--- config.mk ---
export PLATFORM = sky130hd
export DESIGN_NAME = calc_cmd_sched
export DESIGN_NICKNAME = d
export VERILOG_FILES = /design/src/rtl/calc_cmd_sched.sv
export SDC_FILE = /design/constraint.sdc
export NUM_CORES = 1
export LEC_CHECK = 0
export ABC_AREA = 1
export CAP_MARGIN = 10
export CORE_ASPECT_RATIO = 1.4
export CORE_MARGIN = 2
export CORE_UTILIZATION = 27
export DETAILED_ROUTE_END_ITERATION = 8
export PLACE_DENSITY = 0.39
export SLEW_MARGIN = 30
export SYNTH_ARGS = -nofsm -noshare
export SYNTH_HDL_FRONTEND = slang
export SYNTH_SLANG_ARGS = --single-unit
export TNS_END_PERCENT = 30
--- constraint.sdc ---
create_clock -name clock -period 3.2 [get_ports clock]
set_input_delay 0.96 -clock clock [delete_from_list [all_inputs] [get_ports clock]]
set_output_delay 0.96 -clock clock [all_outputs]
set_load 0.02 [all_outputs]
--- src/rtl/calc_cmd_sched.sv ---
// Command scheduler between the keypad decoder and the calculator core.
// Queues keypad codes and issues each to the core as a one-cycle pulse, recovering from core errors.
module calc_cmd_sched #(
    parameter int unsigned DEPTH       = 8,
    parameter logic [3:0]  IDLE_CODE   = 4'hD,
    parameter int unsigned ACK_TIMEOUT = 4,
    parameter int unsigned RST_CYCLES  = 2
) (
    input  logic                     clock,
    input  logic                     reset,
    input  logic                     key_valid,
    input  logic [3:0]               key_code,
    output logic                     key_ready,
    input  logic [1:0]               calc_status,
    output logic [3:0]               calc_cmd,
    output logic                     calc_rst,
    output logic [$clog2(DEPTH):0]   fifo_count,
    output logic                     overflow,
    output logic                     err_seen
);

    localparam int unsigned PTR_W = $clog2(DEPTH);
    localparam int unsigned CNT_W = PTR_W + 1;
    localparam int unsigned TMR_W = $clog2(ACK_TIMEOUT + RST_CYCLES) + 1;

    localparam logic [TMR_W-1:0] ACK_LAST = TMR_W'(ACK_TIMEOUT - 1);
    localparam logic [TMR_W-1:0] RST_LAST = TMR_W'(RST_CYCLES);
    localparam logic [CNT_W-1:0] CNT_FULL = CNT_W'(DEPTH);

    localparam logic [1:0] STAT_ERR   = 2'b00;
    localparam logic [1:0] STAT_READY = 2'b10;

    typedef enum logic [2:0] {
        ST_IDLE       = 3'd0,
        ST_ISSUE      = 3'd1,
        ST_WAIT_ACK   = 3'd2,
        ST_WAIT_READY = 3'd3,
        ST_RECOVER    = 3'd4
    } state_t;

    state_t             state_q, state_d;
    logic [TMR_W-1:0]   timer_q, timer_d;
    logic [3:0]         mem_q [DEPTH];
    logic [PTR_W-1:0]   wr_ptr_q, rd_ptr_q;
    logic [CNT_W-1:0]   count_q;
    logic               ovf_q, err_q;
    logic [3:0]         cmd_q, cmd_d;
    logic               crst_q, crst_d;
    logic               live_q;

    logic full_s, empty_s, err_s, pop_s, push_try_s, push_s, drop_s;

    assign full_s     = (count_q == CNT_FULL);
    assign empty_s    = (count_q == {CNT_W{1'b0}});
    assign err_s      = (calc_status == STAT_ERR) && (state_q != ST_RECOVER);
    assign pop_s      = (state_q == ST_IDLE) && !empty_s && (calc_status == STAT_READY);
    // A push landing in the error cycle is discarded together with the flushed queue.
    assign push_try_s = key_valid && live_q && (state_q != ST_RECOVER) && !err_s;
    assign push_s     = push_try_s && (!full_s || pop_s);
    assign drop_s     = push_try_s && full_s && !pop_s;

    assign key_ready  = live_q && !full_s && (state_q != ST_RECOVER);
    assign calc_cmd   = cmd_q;
    assign calc_rst   = crst_q;
    assign fifo_count = count_q;
    assign overflow   = ovf_q;
    assign err_seen   = err_q;

    // State register and shared ack/recovery timer
    always_ff @(posedge clock or negedge reset) begin
        if (!reset) begin
            state_q <= ST_IDLE;
            timer_q <= {TMR_W{1'b0}};
        end else begin
            state_q <= state_d;
            timer_q <= timer_d;
        end
    end

    // Next-state logic; a core error pre-empts every state but RECOVER
    always_comb begin
        state_d = state_q;
        timer_d = timer_q;
        if (err_s) begin
            state_d = ST_RECOVER;
            timer_d = {TMR_W{1'b0}};
        end else begin
            case (state_q)
                ST_IDLE: begin
                    if (pop_s) begin
                        state_d = ST_ISSUE;
                    end else begin
                        state_d = ST_IDLE;
                    end
                end
                ST_ISSUE: begin
                    state_d = ST_WAIT_ACK;
                    timer_d = {TMR_W{1'b0}};
                end
                ST_WAIT_ACK: begin
                    if (calc_status != STAT_READY) begin
                        state_d = ST_WAIT_READY;
                    end else if (timer_q == ACK_LAST) begin
                        state_d = ST_IDLE;
                        timer_d = {TMR_W{1'b0}};
                    end else begin
                        timer_d = timer_q + TMR_W'(1);
                    end
                end
                ST_WAIT_READY: begin
                    if (calc_status == STAT_READY) begin
                        state_d = ST_IDLE;
                    end else begin
                        state_d = ST_WAIT_READY;
                    end
                end
                ST_RECOVER: begin
                    if (timer_q == RST_LAST) begin
                        state_d = ST_IDLE;
                        timer_d = {TMR_W{1'b0}};
                    end else begin
                        timer_d = timer_q + TMR_W'(1);
                    end
                end
                default: begin
                    state_d = ST_IDLE;
                    timer_d = {TMR_W{1'b0}};
                end
            endcase
        end
    end

    // Output decode from the upcoming state so the core sees clean registered levels
    always_comb begin
        cmd_d  = IDLE_CODE;
        crst_d = 1'b0;
        if (state_d == ST_ISSUE) begin
            cmd_d = mem_q[rd_ptr_q];
        end else begin
            cmd_d = IDLE_CODE;
        end
        if ((state_d == ST_RECOVER) && (timer_d < RST_LAST)) begin
            crst_d = 1'b1;
        end else begin
            crst_d = 1'b0;
        end
    end

    // Registered core-facing outputs and the post-reset enable
    always_ff @(posedge clock or negedge reset) begin
        if (!reset) begin
            cmd_q  <= IDLE_CODE;
            crst_q <= 1'b0;
            live_q <= 1'b0;
        end else begin
            cmd_q  <= cmd_d;
            crst_q <= crst_d;
            live_q <= 1'b1;
        end
    end

    // Circular FIFO storage, pointers, occupancy and sticky flags
    always_ff @(posedge clock or negedge reset) begin
        if (!reset) begin
            for (int i = 0; i < DEPTH; i++) begin
                mem_q[i] <= 4'h0;
            end
            wr_ptr_q <= {PTR_W{1'b0}};
            rd_ptr_q <= {PTR_W{1'b0}};
            count_q  <= {CNT_W{1'b0}};
            ovf_q    <= 1'b0;
            err_q    <= 1'b0;
        end else if (err_s) begin
            wr_ptr_q <= {PTR_W{1'b0}};
            rd_ptr_q <= {PTR_W{1'b0}};
            count_q  <= {CNT_W{1'b0}};
            err_q    <= 1'b1;
        end else begin
            if (push_s) begin
                mem_q[wr_ptr_q] <= key_code;
                wr_ptr_q        <= wr_ptr_q + PTR_W'(1);
            end
            if (pop_s) begin
                rd_ptr_q <= rd_ptr_q + PTR_W'(1);
            end
            case ({push_s, pop_s})
                2'b10:   count_q <= count_q + CNT_W'(1);
                2'b01:   count_q <= count_q - CNT_W'(1);
                default: count_q <= count_q;
            endcase
            if (drop_s) begin
                ovf_q <= 1'b1;
            end
        end
    end

endmodule

==> key figures <==
Run status
  • Result of the run: completed

Yosys
  • Synthesized instance count: 382
  • Commonest register cell after synthesis: sky130_fd_sc_hd__dfrtp_1
  • Synthesized netlist net count: 399
  • Number of warnings reported in the yosys synthesis log: 0
  • Number of flops mapped to enable cells by yosys: 0
  • Synth async-reset ratio: 1.00
  • Synth Register Bits: 57
  • Sequential share of the synthesized area: 0.456
  • Area of the mapped netlist: 3130 um^2
  • Number of library cell types mapped by synthesis: 35
  • Synthesized area divided by synthesized cell count: 8.20 um^2

Critical path
  • Slowest stage delay, CP: ~540 ps
  • CP Data Required Time: 2240 ps
  • Slack of the worst reg-to-reg path: ~1000 ps
  • Slowest cell on the critical path: sky130_fd_sc_hd__clkdlybuf4s50_1
  • CP Data Arrival Time: roughly 1900 ps
  • Crit path kind: reg -> out
  • Total buffers and inverters traversed by the critical path: 1
  • Category of the worst setup path launch point: flip-flop
  • Kind of capture point of the worst setup path: output port
  • CP cell instances: nor2_1 > nand2_1 > nor2_4 > nor2_1 > clkdlybuf4s50_1
  • Critical-path maximum fanout: 5
  • Most frequent cell on the critical path: sky130_fd_sc_hd__nor2_1
  • Top delay family on crit path: simple AND/OR/NAND/NOR gates

GRT
  • Total GRT Usage: 0.146
  • Pin count of the biggest net entering global routing: 30
  • GRT met2 Usage: 0.241
  • Sum of overflow across all layers after global routing: 0
  • Met3 GRT Util: 0.0407
  • Met1 usage in global routing: 0.181
  • Number of antenna violations at the first check in global routing: 0
  • Number of global-route vias before repair: 2575
  • Wire length of the first global-routing pass: 13.8 mm
  • Layer with the highest usage after global routing: met2

STA
  • Setup-violating endpoint count in the final report: 0
  • Clk_skew: 5.67 ps
  • Fin. max-slew vios: 0
  • Fraction of the cycle the final worst path needs: 0.881
  • Worst rel slew slack: 0.507
  • Endpoints failing hold: 0
  • Final setup TNS: 0 ps
  • Final hold slack: 473 ps
  • Worst Max-Slew Pin Slew: 739 ps
  • Highest clock frequency the design can meet: 355 MHz
  • Unrepaired setup endpoints after global routing: no
  • Time the worst path needs with I/O delays and setup: 2820 ps
  • Final setup slack of the worst path: 380 ps

Finish
  • Register area: 1430 um^2
  • FILL cells: 1200
  • Area Overhead vs Synth: 19.6%
  • Total number of nets in the final design: 424
  • Utilization after layout: 0.331
  • Ant. Diodes: 0
  • Number of standard cells in the final layout excluding fillers: 556
  • Area of combinational cells with multiple inputs: 1520 um^2
  • Share of final-layout standard cells stronger than drive strength 1: 0.109

Floorplan
  • Die span in x: between 90 and 100 um
  • Die Y: about 130 um
  • Num ports: 21
  • Starting density of the core: 0.276
  • Rows: 46
  • Floorplan core area: 11300 um^2
  • Full die area: 12500 um^2

Placement
  • Weighted congestion reported at the end of routability-driven placement: between 0.8 and 0.9
  • Inst Count DP: 540
  • Number of port buffers: 20
  • Setup WS pre-CTS: roughly 140 ps
  • Post-DP HPWL: 5.96 mm

Detailed routing
  • Final routed DRC violation total: 0
  • Final WL: 8.26 mm
  • Via count of the routed design: 2606
  • WL/cell: approximately 15 um
  • Number of nets with antenna violations after routing: 0
  • Vias/cell: between 4 and 5
  • Detailed Routing Iterations Pass 1: 4
  • Number of design-rule violations left by the first detailed-router iteration: 86

Clock network
  • CTS Buffer Depth: 2
  • Insertion delay of the later-clocked pin in the worst-skew pair: 330 ps
  • Inserted Clock Buffers: 9
  • Clock sink count: 57
  • Number of post-CTS setup repair buffers: 0
  • Post_cts resized: 0
  • Clock transition at path regs: 50 ps
  • Clock root buffer: sky130_fd_sc_hd__clkbuf_16
  • H-tree Lvls: 3
  • Cts hold-fix bufs: 0
  • Clock tree from TritonCTS: built

Power
  • Proportion of power drawn by combinational gates: 0.382
  • Portion of total power attributed to sequential cells: 0.351
  • Psw: 0.00129 W
  • Leakage: roughly 1.8 nW
  • Maximum VDD drop: 305 uV
  • Switching share of power: 0.402
  • Power Internal: 0.00192 W
  • Clock network power share: 0.267
  • Power density cells: ~860 nW/um^2

Job
  • MaxCap Viol Count: 0

Worst hold path
  • HP Class: reg -> reg
cells in the mapped netlist, types with 2 or more instances:
master,count,area [um^2]
sky130_fd_sc_hd__nand3_2,2,20.0
sky130_fd_sc_hd__ha_1,7,87.6
sky130_fd_sc_hd__nand2_2,3,18.8
sky130_fd_sc_hd__dfrtp_1,54,1350
sky130_fd_sc_hd__nand3_4,2,35.0
sky130_fd_sc_hd__clkinv_1,2,7.51
sky130_fd_sc_hd__o211ai_1,2,15.0
sky130_fd_sc_hd__nand3_1,49,245
sky130_fd_sc_hd__nor2_1,28,105
sky130_fd_sc_hd__nor2_2,3,18.8
sky130_fd_sc_hd__nand2_8,2,40.0
sky130_fd_sc_hd__inv_2,4,15.0
sky130_fd_sc_hd__clkbuf_2,3,15.0
sky130_fd_sc_hd__buf_6,2,22.5
sky130_fd_sc_hd__o21ai_0,16,80.1
sky130_fd_sc_hd__mux2i_1,6,60.1
sky130_fd_sc_hd__nand4_1,13,81.3
sky130_fd_sc_hd__o21bai_1,2,15.0
sky130_fd_sc_hd__nand2_1,125,469
sky130_fd_sc_hd__dfstp_2,3,78.8
sky130_fd_sc_hd__inv_1,21,78.8
sky130_fd_sc_hd__buf_2,4,20.0
sky130_fd_sc_hd__a21oi_1,6,30.0
sky130_fd_sc_hd__xor2_1,2,17.5
sky130_fd_sc_hd__o22ai_1,6,37.5
sky130_fd_sc_hd__nor2_4,4,45.0
sky130_fd_sc_hd__clkbuf_1,2,7.51
sky130_fd_sc_hd__nor2_8,2,40.0
cell usage in the layout, fill, tap and decap left out, types with 6 or more instances in the layout:
cell type                         count
sky130_fd_sc_hd__mux2i_1              6
sky130_fd_sc_hd__nand2_1            125
sky130_fd_sc_hd__nor2_1              28
sky130_fd_sc_hd__o21ai_0             16
sky130_fd_sc_hd__nand3_1             49
sky130_fd_sc_hd__nand4_1             13
sky130_fd_sc_hd__clkbuf_16            9
sky130_fd_sc_hd__o22ai_1              6
sky130_fd_sc_hd__dfrtp_1             54
sky130_fd_sc_hd__ha_1                 7
sky130_fd_sc_hd__clkdlybuf4s50_1     19
sky130_fd_sc_hd__inv_1               21
sky130_fd_sc_hd__a21oi_1              6
power groups by stage:
stage / combinational (W) / sequential (W) / clock [W]
floorplan: 0.000856 / 0.00113 / 0
global route: 0.00141 / 0.00116 / 0.000933
global placement: 0.00125 / 0.00114 / 0
CTS: 0.00125 / 0.00113 / 0.000886
detailed placement: 0.00124 / 0.00114 / 0
finish: 0.00123 / 0.00113 / 0.000857
flip-flops by register name, summed over array words and instances (netlist names):
signal      cells
calc_cmd        4
calc_rst        1
err_seen        1
fifo_count      4
live_q          1
mem_q          32
overflow        1
rd_ptr_q        3
state_q         3
timer_q         4
wr_ptr_q        3
path summary, 6_finish.rpt:
path | cells past startpoint | start | end
max | 5 | fifo_count[1]$_DFFE_PN0P_ | key_ready
min | 1 | err_seen$_DFFE_PN0N_ | err_seen$_DFFE_PN0N_
max reg2reg | 14 | state_q[0]$_DFF_PN0_ | fifo_count[3]$_DFFE_PN0P_
min reg2reg | 1 | err_seen$_DFFE_PN0N_ | err_seen$_DFFE_PN0N_
max in group asynchronous | 2 | reset | calc_cmd[2]$_DFF_PN1_
min in group asynchronous | 1 | reset | rd_ptr_q[0]$_DFFE_PN0P_
area by class of cell:
type,count,area share
inverter,27,0.0270
clock buffer,15,0.0687
clock inverter,1,0.00133
sequential,57,0.381
timing repair buffer,26,0.0674
tap,144,0.0480
multi-input combinational,286,0.406
logic make-up after synthesis:
family                     after synthesis  share of synthesized area
and+or+nand+nor                        235                      0.361
DFF                                     57                      0.456
buffers and inverters                   39                     0.0579
AOI/OAI and AO/OA                       33                     0.0619
adders and majority gates                8                     0.0343
muxes                                    6                     0.0192
xor gates and xnor gates                 3                    0.00838
other                                    1                    0.00120
per-stage QoR:
step	instance area (um^2)	total power, W
after floorplan	3130	0.00198
after global placement	3490	0.00239
after detailed placement	3490	0.00239
after CTS	3750	0.00327
after global routing	3750	0.00350
final	3750	0.00321
layer usage:
metal | part of all wire | up-vias | wire length (um)
li1 | - | 1305 | -
met1 | 0.44 | 1252 | 3600
met2 | 0.52 | 41 | 4270
met3 | 0.033 | 8 | 269
met4 | 0.015 | 0 | 123
met5 | 0 | - | 0
Note: power is estimated with default switching activity, not from simulation.
